## config.mk

```make
export PLATFORM = sky130hd
export DESIGN_NAME = lif_neuron_param
export DESIGN_NICKNAME = d
export VERILOG_FILES = /design/src/rtl/lif_neuron_param.sv
export SDC_FILE = /design/constraint.sdc
export NUM_CORES = 1
export LEC_CHECK = 0
export ABC_CLOCK_PERIOD_IN_PS = 8600
export CORE_UTILIZATION = 58
export CTS_CLUSTER_SIZE = 16
export DETAILED_ROUTE_END_ITERATION = 10
export GPL_ROUTABILITY_DRIVEN = 0
export PLACE_DENSITY = 0.89
export SLEW_MARGIN = 25
export SYNTH_ARGS = -nofsm -noshare
export SYNTH_HDL_FRONTEND = slang
export SYNTH_SLANG_ARGS = --single-unit
```

## constraint.sdc

```tcl
create_clock -name clk -period 8.6 [get_ports clk]
set_input_delay 1.72 -clock clk [delete_from_list [all_inputs] [get_ports clk]]
set_output_delay 1.72 -clock clk [all_outputs]
set_load 0.005 [all_outputs]
```

## src/rtl/lif_neuron_param.sv

```systemverilog
`timescale 1ns/1ps
`default_nettype none
// ============================================================================
// Module      : lif_neuron_param
// Description : Parametrised leaky integrate-and-fire neuron. Each enabled
//               step applies a shift-based leak, adds the input current with
//               saturation, compares against a runtime threshold and, on a
//               spike, resets the membrane (zero or subtractive), enters a
//               refractory period and bumps a saturating spike counter.
//
// Ports       : clk          clock
//               rst_n        asynchronous active-low reset
//               en           step enable (one integration step per cycle)
//               current      unsigned input current for this step
//               thresh       unsigned firing threshold (0 disables firing)
//               clr_count    synchronous clear of spike_count
//               state        membrane potential (registered)
//               spike        one-cycle spike pulse (registered)
//               refractory   high while the refractory counter is non-zero
//               spike_count  saturating count of spikes since reset/clear
//
// Revision    : 1.0 - initial release
// ============================================================================
module lif_neuron_param #(
    parameter int WIDTH      = 8,
    parameter int LEAK_SHIFT = 1,
    parameter int REFRAC     = 2,
    parameter int RESET_MODE = 0,
    parameter int CNT_W      = 8
) (
    input  logic             clk,
    input  logic             rst_n,
    input  logic             en,
    input  logic [WIDTH-1:0] current,
    input  logic [WIDTH-1:0] thresh,
    input  logic             clr_count,
    output logic [WIDTH-1:0] state,
    output logic             spike,
    output logic             refractory,
    output logic [CNT_W-1:0] spike_count
);

    localparam logic [7:0]       c_refrac    = 8'(REFRAC);
    localparam logic [CNT_W-1:0] c_cnt_max   = {CNT_W{1'b1}};
    localparam logic [WIDTH-1:0] c_state_max = {WIDTH{1'b1}};

    logic [WIDTH-1:0] r_state;
    logic             r_spike;
    logic [7:0]       r_rcnt;
    logic             r_refractory;
    logic [CNT_W-1:0] r_count;

    logic [WIDTH-1:0] w_leak;
    logic [WIDTH:0]   w_sum;
    logic [WIDTH-1:0] w_next;
    logic             w_integrate;
    logic             w_fire;
    logic [WIDTH-1:0] w_state_nxt;
    logic [7:0]       w_rcnt_nxt;
    logic [CNT_W-1:0] w_count_nxt;

    // One extra bit of headroom: state - leak never underflows, so only the
    // addition of current can overflow, and the carry bit flags saturation.
    assign w_leak = r_state >> LEAK_SHIFT;
    assign w_sum  = {1'b0, r_state} - {1'b0, w_leak} + {1'b0, current};
    assign w_next = w_sum[WIDTH] ? c_state_max : w_sum[WIDTH-1:0];

    assign w_integrate = en && (r_rcnt == 8'd0);
    assign w_fire      = w_integrate && (thresh != '0) && (w_next >= thresh);

    always_comb begin
        w_state_nxt = r_state;
        w_rcnt_nxt  = r_rcnt;
        if (en) begin
            if (r_rcnt != 8'd0) begin
                w_rcnt_nxt = r_rcnt - 8'd1;
            end else if (w_fire) begin
                w_rcnt_nxt  = c_refrac;
                // next >= thresh on a fire, so the subtraction is safe.
                w_state_nxt = (RESET_MODE != 0) ? (w_next - thresh) : '0;
            end else begin
                w_state_nxt = w_next;
            end
        end
    end

    // A clear in the same cycle as a fire leaves exactly that one spike counted.
    always_comb begin
        w_count_nxt = r_count;
        if (clr_count) begin
            w_count_nxt = w_fire ? CNT_W'(1) : '0;
        end else if (w_fire && (r_count != c_cnt_max)) begin
            w_count_nxt = r_count + CNT_W'(1);
        end
    end

    always_ff @(posedge clk or negedge rst_n) begin
        if (!rst_n) begin
            r_state      <= '0;
            r_spike      <= 1'b0;
            r_rcnt       <= 8'd0;
            r_refractory <= 1'b0;
            r_count      <= '0;
        end else begin
            r_state      <= w_state_nxt;
            r_spike      <= w_fire;
            r_rcnt       <= w_rcnt_nxt;
            r_refractory <= (w_rcnt_nxt != 8'd0);
            r_count      <= w_count_nxt;
        end
    end

    assign state       = r_state;
    assign spike       = r_spike;
    assign refractory  = r_refractory;
    assign spike_count = r_count;

endmodule
`default_nettype wire
```

# Word level (Yosys, flattened, before mapping)
# Cells that the tools add are included.
[totals]
ff_bits = 26
input_bits = 20
output_inout_bits = 18
[op_classes]
addsub = 4
n_lt_le_gt_ge = 1
n_eq_ne = 1
n_mux = 8
bitwise = 1
reduce_logical = 10
[op_table]
columns = ["cell", "count"]
rows = [
  ["8-bit 2-to-1 mux", 7],
  ["8-bit nonzero test", 3],
  ["9-bit by 8-bit adder with 9-bit output", 1],
  ["8-bit by 7-bit subtractor with 9-bit output", 1],
  ["8-bit by 1-bit adder with 8-bit output (second input constant)", 1],
  ["8-bit greater-or-equal comparator", 1],
  ["8-bit zero test", 1],
  ["8-bit != test (second input constant)", 1],
  ["8-bit by 1-bit subtractor with 8-bit output (second input constant)", 1],
  ["1-bit logical AND", 4],
  ["2-bit AND reduction", 1],
  ["2-bit nonzero test", 1],
  ["1-bit 2-to-1 mux", 1],
  ["1-bit NOT", 1],
]

# Depth between registers and ports, before layout
# Gate-level depths: netlist (run 1).
[depth]
ltp_word = 9
mapped_depth = 19
ltp_nobuf = 19

# Worst setup path before layout (run 1)
# OpenSTA, ideal clock, no wires.
[synth_timing]
path_type = "input to register"
from = "in current[2]"
to = "reg r_count[5], in the netlist spike_count[5]"
setup_time_ns = 0.078
t_arrival_ns = 5.249
required_ns = 8.522
slack_ns = 3.273
stages = 15
path_cell_list = "inv_1 -> fa_1 -> inv_1 -> ha_1 -> nor2b_1 -> o31ai_1 -> a2bb2oi_1 -> xnor2_1 -> o2111ai_1 -> ha_1 -> o2111ai_1 -> a221oi_4 -> nand2_2 -> or4_1 -> a21oi_1"
[synth_via]
elab_chain_cells = 6
[synth_rtl]
columns = ["element", "line", "source"]
rows = [
  ["start: declaration", "34", "input logic [WIDTH-1:0] current,"],
  ["9-bit by 8-bit adder with 9-bit output", "65", "assign w_sum = {1'b0, r_state} - {1'b0, w_leak} + {1'b0, current};"],
  ["8-bit 2-to-1 mux", "66", "assign w_next = w_sum[WIDTH] ? c_state_max : w_sum[WIDTH-1:0];"],
  ["8-bit greater-or-equal comparator", "69", "assign w_fire = w_integrate && (thresh != '0) && (w_next >= thresh);"],
  ["1-bit logical AND", "69", ""],
  ["1-bit logical AND", "92", "end else if (w_fire && (r_count != c_cnt_max)) begin"],
  ["2-bit nonzero test (no line)", "-", ""],
  ["end signal: assignment", "109", "r_count <= w_count_nxt;"],
  ["end: declaration", "51", "logic [CNT_W-1:0] r_count;"],
]
# No other way between the ends.
# A chain may end at the register's enable or synchronous reset.

# Final worst setup path (run 1)
[layout_timing]
from = "in current[2]"
to = "reg r_count[4], in the netlist spike_count[4]"
[layout_via]
elab_chain_cells = 6
[layout_rtl]
columns = ["element", "line", "source"]
rows = [
  ["9-bit by 8-bit adder with 9-bit output", "65", ""],
  ["8-bit 2-to-1 mux", "66", ""],
  ["8-bit greater-or-equal comparator", "69", ""],
  ["1-bit logical AND", "69", ""],
  ["named net w_fire", "57", "logic w_fire;"],
  ["1-bit logical AND", "92", ""],
  ["2-bit nonzero test (no line)", "-", ""],
]
# The timed path passes the listed nets, and every way through them passes these cells.

==> flow_summary.json, run 1 <==
{
  "post_synthesis_net_count": 298,
  "starting_density_of_the_core_pct": 63.35,
  "die_height_um": 63.55,
  "timing.critical_path.required_ns": 8.76,
  "post_route_cells_drive_above_1_share_pct": 4.196,
  "synthMuxAreaShare_pct": 0.9112,
  "drcViolationCount": 0,
  "synth-seq-cells": 26,
  "post-cts-setup-buffer-count": 0,
  "postRouteWirelength_mm": 4.802,
  "netlist_instances": 251,
  "cts.hold.buffers_added": 0,
  "grt_remaining_overflow": 0,
  "tritoncts": "done",
  "worst_setup_hold_path_clk_slew_ns": 0.10,
  "power_switching_w": 0.0005580,
  "vias_per_cell": 5.720,
  "antennaDiodeCount": 0,
  "wl_per_cell_um": 14.46,
  "post_synth_adder_cell_area_pct": 17.77,
  "cts.sinks": 26,
  "synth.avg_cell_area_um2": 8.753,
  "firstDrtPassIters": 4,
  "dpl.cell_count": 328,
  "synth_async_sr_flop_share_pct": 100.0,
  "netlist.top_cell.by_area": "sky130_fd_sc_hd__dfrtp_1",
  "share_seq_of_total_power_pct": 18.3,
  "min_from": "r_rcnt[7]",
  "p_int_w": 0.0006117,
  "finalCriticalPeriod_ns": 6.098,
  "clockRootBuffer": "sky130_fd_sc_hd__clkbuf_8",
  "synth_edf_count": 0,
  "floorplan.die_area_um2": 4038,
  "synth_top_family_by_area": "compound AO/OA/AOI/OAI gates",
  "portBuffers": 37,
  "status": "complete, no violations",
  "drv_cap": 0,
  "hold_path.class": "flop to flop",
  "finClkSkew_ns": 0.01037,
  "finalHoldViolCount": 0,
  "syn-cell-area_um2": 2197,
  "antenna_found_initial": 0,
  "synth_compound_gate_area_share_pct": 18.62,
  "boundaryPins": 38,
  "synth_top_area_share_pct": 29.61,
  "ff_latch_area_um2": 650.6,
  "synth_cell_types": 51,
  "setup_viol": 0,
  "setup_total_negative_slack_ns": 0,
  "yosysSeqAreaShare_pct": 29.61,
  "cts_buffer_depth": 2,
  "latest_clock_arrival_within_the_worst_skew_pair_ns": 0.27,
  "setup_repair_after_global_routing_missed_its_margin": "false",
  "instances_no_fill": 332,
  "final_critical_path_setup_slack_ns": 2.502,
  "crit_path_max_fanout": 15,
  "power-per-cell-area_nw_per_um2": 440.7,
  "worstSetupStartpoint": "current[2]",
  "multi_input_comb_area_um2": 1328,
  "first_pass_grt_wire_length_mm": 8.466,
  "grt_pass1_vias": 1857,
  "largest_net_degree_at_the_start_of_global_routing": 27,
  "ys_top_cells_by_count": "sky130_fd_sc_hd__inv_1, sky130_fd_sc_hd__dfrtp_1, sky130_fd_sc_hd__nor2_1",
  "share_of_synthesized_cell_area_in_and_or_nand_and_nor_gates_pct": 18.34,
  "vias": 1899,
  "clock_power_share_pct": 8.7,
  "max-vdd-ir-drop_mv": 0.2431,
  "max_slew.worst_pin.slew_ns": 0.9168,
  "critical_path.startpoint_type": "input pin",
  "core_area_um2": 3468,
  "critPathKind": "input pin to flop",
  "r2r_start": "state[2]",
  "place_worst_setup_slack_ns": 2.267,
  "arrival_ns": 6.26,
  "drt_iter0_drc": 114,
  "grt_usage_pct": 26.83,
  "dieWidth_um": 63.55,
  "slew_viol_final": 0,
  "area_growth_syn_to_layout_pct": 20.79,
  "htree_levels": 1,
  "place.detailed.hpwl_mm": 3.703,
  "cts_inserted_buffers": 3,
  "synth.yosys.warnings": 0,
  "period_share_pct": 70.91,
  "nNetsFinal": 334,
  "placementRows": 21,
  "leakage_nw": 1.200,
  "timing.critical_path.to_type": "flop",
  "power_frac_comb_pct": 73.1,
  "power_switching_share_pct": 47.71,
  "ys.flop_type": "sky130_fd_sc_hd__dfrtp_1",
  "post-synth-top-count-cell": "sky130_fd_sc_hd__inv_1",
  "fill_cells": 260,
  "max_slew_margin_pct": 38.41,
  "remaining_antenna_violation_count_after_routing": 0,
  "post_synth_xor_area_fraction_pct": 4.784,
  "synth_top_cells_by_area": "sky130_fd_sc_hd__dfrtp_1, sky130_fd_sc_hd__ha_1, sky130_fd_sc_hd__inv_1",
  "cts.repair.resized": 0,
  "fmax_mhz": 164.0
}
[metrics by stage]
step / power, W / hold WS [ns] / utilization (%) / instance area, um2
5_1_grt: 0.001295 / 0.6150 / 76.52 / 2654
6_report: 0.001170 / 0.5729 / 76.52 / 2654
3_5_place_dp: 0.001065 / 0.5573 / 74.46 / 2582
3_3_place_gp: 0.001024 / 0.5410 / 74.46 / 2582
4_1_cts: 0.001169 / 0.5698 / 76.52 / 2654
2_1_floorplan: 0.0008536 / 0.5120 / - / 2197
[final timing paths]
path | end | slack [ns] | depth (start not counted)
max | spike_count[4] | 2.50 | 17
min | r_rcnt[7] | 0.57 | 1
max reg2reg | spike_count[4] | 3.96 | 16
min reg2reg | r_rcnt[7] | 0.57 | 1
max in group asynchronous | state[6] | 6.54 | 2
min in group asynchronous | r_rcnt[3] | 1.81 | 2
[critical path: stages]
cell,delay [ns]
sky130_fd_sc_hd__clkdlybuf4s50_1,0.45
sky130_fd_sc_hd__inv_1,0.06
sky130_fd_sc_hd__fa_1,0.54
sky130_fd_sc_hd__inv_1,0.04
sky130_fd_sc_hd__ha_1,0.32
sky130_fd_sc_hd__nor2b_1,0.17
sky130_fd_sc_hd__o31ai_1,0.31
sky130_fd_sc_hd__a2bb2oi_1,0.17
sky130_fd_sc_hd__xnor2_1,0.46
sky130_fd_sc_hd__o2111ai_1,0.25
sky130_fd_sc_hd__ha_1,0.34
sky130_fd_sc_hd__a21oi_1,0.27
sky130_fd_sc_hd__o211ai_1,0.19
sky130_fd_sc_hd__nand2_2,0.27
sky130_fd_sc_hd__clkinv_1,0.30
sky130_fd_sc_hd__a41oi_1,0.30
sky130_fd_sc_hd__nor3_1,0.07
[power by group through the flow]
stage,combinational [W],clock (W),sequential (W)
global placement,0.000810,0,0.000214
global route,0.000966,0.000108,0.000221
finish,0.000855,0.000101,0.000214
floorplan,0.000659,0,0.000194
CTS,0.000854,0.000103,0.000212
detailed placement,0.000851,0,0.000215
[state kept, by name, indices dropped and copies added (netlist names)]
| signal | flops |
|---|---|
| r_rcnt | 8 |
| state | 8 |
| refractory | 1 |
| spike | 1 |
| spike_count | 8 |
[layout make-up]
cell class	instances	share of cell area, %
Clock buffer	3	1.556
Clock inverter	1	1.132
Inverter	45	6.365
Multi-Input combinational cell	173	50.02
Sequential cell	26	24.52
Tap cell	46	2.169
Timing Repair Buffer	38	14.24
[cells by family after synthesis]
logic type | Yosys count
compound gates | 57
xor+xnor | 12
fa+ha+maj | 27
buf+inv | 52
flops | 26
mux | 2
simple gates | 75
[per-layer routing]
layer  vias up  global-route usage, %  part of all wire [%]
li1        939                      -                     -
met1       900                  37.59                    47
met2        56                  44.55                    48
met3         4                  3.986                   4.1
met4         0                  3.977                  0.29
met5         -                      0                     0
[layout by cell type (no fill, tap or decap), drive strengths merged, types with 4 or more instances in the layout]
| master | instances |
|---|---|
| inv | 44 |
| clkdlybuf4s50 | 37 |
| dfrtp | 26 |
| nor2 | 21 |
| ha | 20 |
| a21oi | 14 |
| nand2 | 12 |
| o21ai | 10 |
| nor3 | 7 |
| fa | 7 |
| xor2 | 6 |
| xnor2 | 6 |
| nand2b | 6 |
| or3 | 5 |
| nor2b | 4 |
| o31ai | 4 |
| or4 | 4 |
| a221oi | 4 |
Note: power is estimated with default switching activity, not from simulation.
==> run 2, diff against run 1 <==
Settings changed: ABC_CLOCK_PERIOD_IN_PS 8600 to 5200, CORE_UTILIZATION 58 to 48, PLACE_DENSITY 0.89 to 0.79.
Clock period 8.6 ns to 5.2 ns, I/O delays scaled along.
==> flow_summary.json, run 2 (synthesis gave the netlist of run 1 again) <==
{
  "place_worst_setup_slack_ns": -0.06587,
  "arrival_ns": 5.07,
  "timing.hold.ws_ns": 0.5577,
  "grt_remaining_overflow": 0,
  "fmax_mhz": 205.2,
  "post-cts-setup-buffer-count": 0,
  "layout_commonest_cell": "sky130_fd_sc_hd__inv_1",
  "floorplan.die_area_um2": 4852,
  "post_route_cells_drive_above_1_share_pct": 8.446,
  "cts_buffer_depth": 2,
  "rrSetupSlack_ns": 1.12,
  "largest_net_degree_at_the_start_of_global_routing": 27,
  "dieWidth_um": 69.66,
  "max_slew.worst_pin.slew_ns": 0.6634,
  "area_growth_syn_to_layout_pct": 25.17,
  "final_critical_path_setup_slack_ns": 0.3259,
  "vias_per_cell": 5.560,
  "drcViolationCount": 0,
  "boundaryPins": 38,
  "setup_repair_after_global_routing_missed_its_margin": "false",
  "antenna_found_initial": 0,
  "power-per-cell-area_nw_per_um2": 754.4,
  "finClkSkew_ns": 0.004776,
  "crit_path_max_fanout": 7,
  "placementRows": 24,
  "status": "complete, no violations",
  "postRouteWirelength_mm": 4.754,
  "commonest_cells_after_routing_fill_and_taps_aside": "sky130_fd_sc_hd__inv_1, sky130_fd_sc_hd__clkdlybuf4s50_1, sky130_fd_sc_hd__dfrtp_1, sky130_fd_sc_hd__nor2_1, sky130_fd_sc_hd__ha_1",
  "place.detailed.hpwl_mm": 3.733,
  "vias": 1935,
  "first_pass_grt_wire_length_mm": 8.286,
  "setup_viol": 0,
  "cts.sinks": 26,
  "finalCriticalPeriod_ns": 4.874,
  "nNetsFinal": 344,
  "worst_setup_hold_path_clk_slew_ns": 0.09,
  "portBuffers": 37,
  "critPathKind": "input pin to flop",
  "die_height_um": 69.66,
  "starting_density_of_the_core_pct": 50.11,
  "remaining_antenna_violation_count_after_routing": 0,
  "period_share_pct": 93.73,
  "firstDrtPassIters": 4,
  "finalHoldViolCount": 0,
  "htree_levels": 1,
  "leakage_nw": 1.248,
  "slew_viol_final": 0,
  "clockRootBuffer": "sky130_fd_sc_hd__clkbuf_8",
  "cts.hold.buffers_added": 0,
  "timing.critical_path.required_ns": 5.40,
  "tritoncts": "done",
  "timing.critical_path.to_type": "flop",
  "core_area_um2": 4384,
  "antennaDiodeCount": 0,
  "max-vdd-ir-drop_mv": 0.3483,
  "grt_pass1_vias": 1828,
  "cts_inserted_buffers": 3,
  "latest_clock_arrival_within_the_worst_skew_pair_ns": 0.27,
  "grt_usage_pct": 20.91,
  "drt_iter0_drc": 93,
  "fill_cells": 372,
  "drv_cap": 0,
  "max_slew_margin_pct": 55.19,
  "wl_per_cell_um": 13.66,
  "hold_path.class": "flop to flop",
  "critical_path.startpoint_type": "input pin"
}
[run 2: cell count changes in the layout (fill, tap and decap cells not counted), sizes merged]
cell	change
buf	+10
[run 2: area by class of cell]
type	instances	area [um2]	share of cell area, %
Sequential cell	26	650.6	23.66
Inverter	45	168.9	6.142
Clock buffer	3	41.29	1.501
Clock inverter	1	30.03	1.092
Multi-Input combinational cell	173	1341	48.77
Timing Repair Buffer	48	452.9	16.47
Tap cell	52	65.06	2.366
[run 2: through the flow]
| step | area, um2 | cells | total power (W) | setup TNS (ns) | utilization [%] |
|---|---|---|---|---|---|
| after floorplan | 2197 | 251 | 0.001412 | 0 | - |
| after global placement | 2665 | 344 | 0.001823 | 0 | 60.79 |
| after detailed placement | 2665 | 344 | 0.001863 | -0.2178 | 60.79 |
| after CTS | 2736 | 348 | 0.002042 | 0 | 62.41 |
| after global routing | 2750 | 348 | 0.002299 | 0 | 62.73 |
| final | 2750 | 348 | 0.002075 | 0 | 62.73 |
[run 2: worst paths after layout]
check / start / endpoint / cells past startpoint
max in group asynchronous: rst_n / state[1] / 2
max reg2reg: state[2] / spike_count[3] / 16
max: current[2] / spike_count[3] / 17
min in group asynchronous: rst_n / r_rcnt[5] / 2
min: r_rcnt[7] / r_rcnt[7] / 1
min reg2reg: r_rcnt[7] / r_rcnt[7] / 1
[run 2: what timing repair did]
| item | 4_1_cts | 5_1_grt |
|---|---|---|
| resized for setup | 0 | 3 |
| setup endpoints to repair | 0 | 11 |
| endpoints found under the hold margin | 0 | 0 |
[run 2: layer usage]
layer	track usage, %	vias up	wire (um)
met2	35.60	58	2296
met5	0	-	0
met1	28.33	904	2178
met4	4.222	0	79
li1	-	963	-
met3	3.198	10	199
[run 2: power breakdown]
part	internal [W]	total (W)	switching, W	leakage [nW]
Clock	0.000103	0.000164	0.0000607	0.0357
Sequential	0.000265	0.000357	0.0000917	0.327
Combinational	0.000752	0.00155	0.000803	0.886
[run 2: worst max-delay path, cell delays in order]
cell	delay, ns
sky130_fd_sc_hd__clkdlybuf4s50_1	0.45
sky130_fd_sc_hd__inv_1	0.05
sky130_fd_sc_hd__fa_1	0.53
sky130_fd_sc_hd__inv_1	0.04
sky130_fd_sc_hd__ha_1	0.31
sky130_fd_sc_hd__nor2b_2	0.18
sky130_fd_sc_hd__o31ai_2	0.28
sky130_fd_sc_hd__a2bb2oi_2	0.13
sky130_fd_sc_hd__xor2_1	0.16
sky130_fd_sc_hd__or2_2	0.31
sky130_fd_sc_hd__ha_1	0.27
sky130_fd_sc_hd__o2111ai_1	0.17
sky130_fd_sc_hd__a221oi_4	0.31
sky130_fd_sc_hd__nand2_2	0.15
sky130_fd_sc_hd__buf_4	0.19
sky130_fd_sc_hd__or3_1	0.34
sky130_fd_sc_hd__a21oi_1	0.15
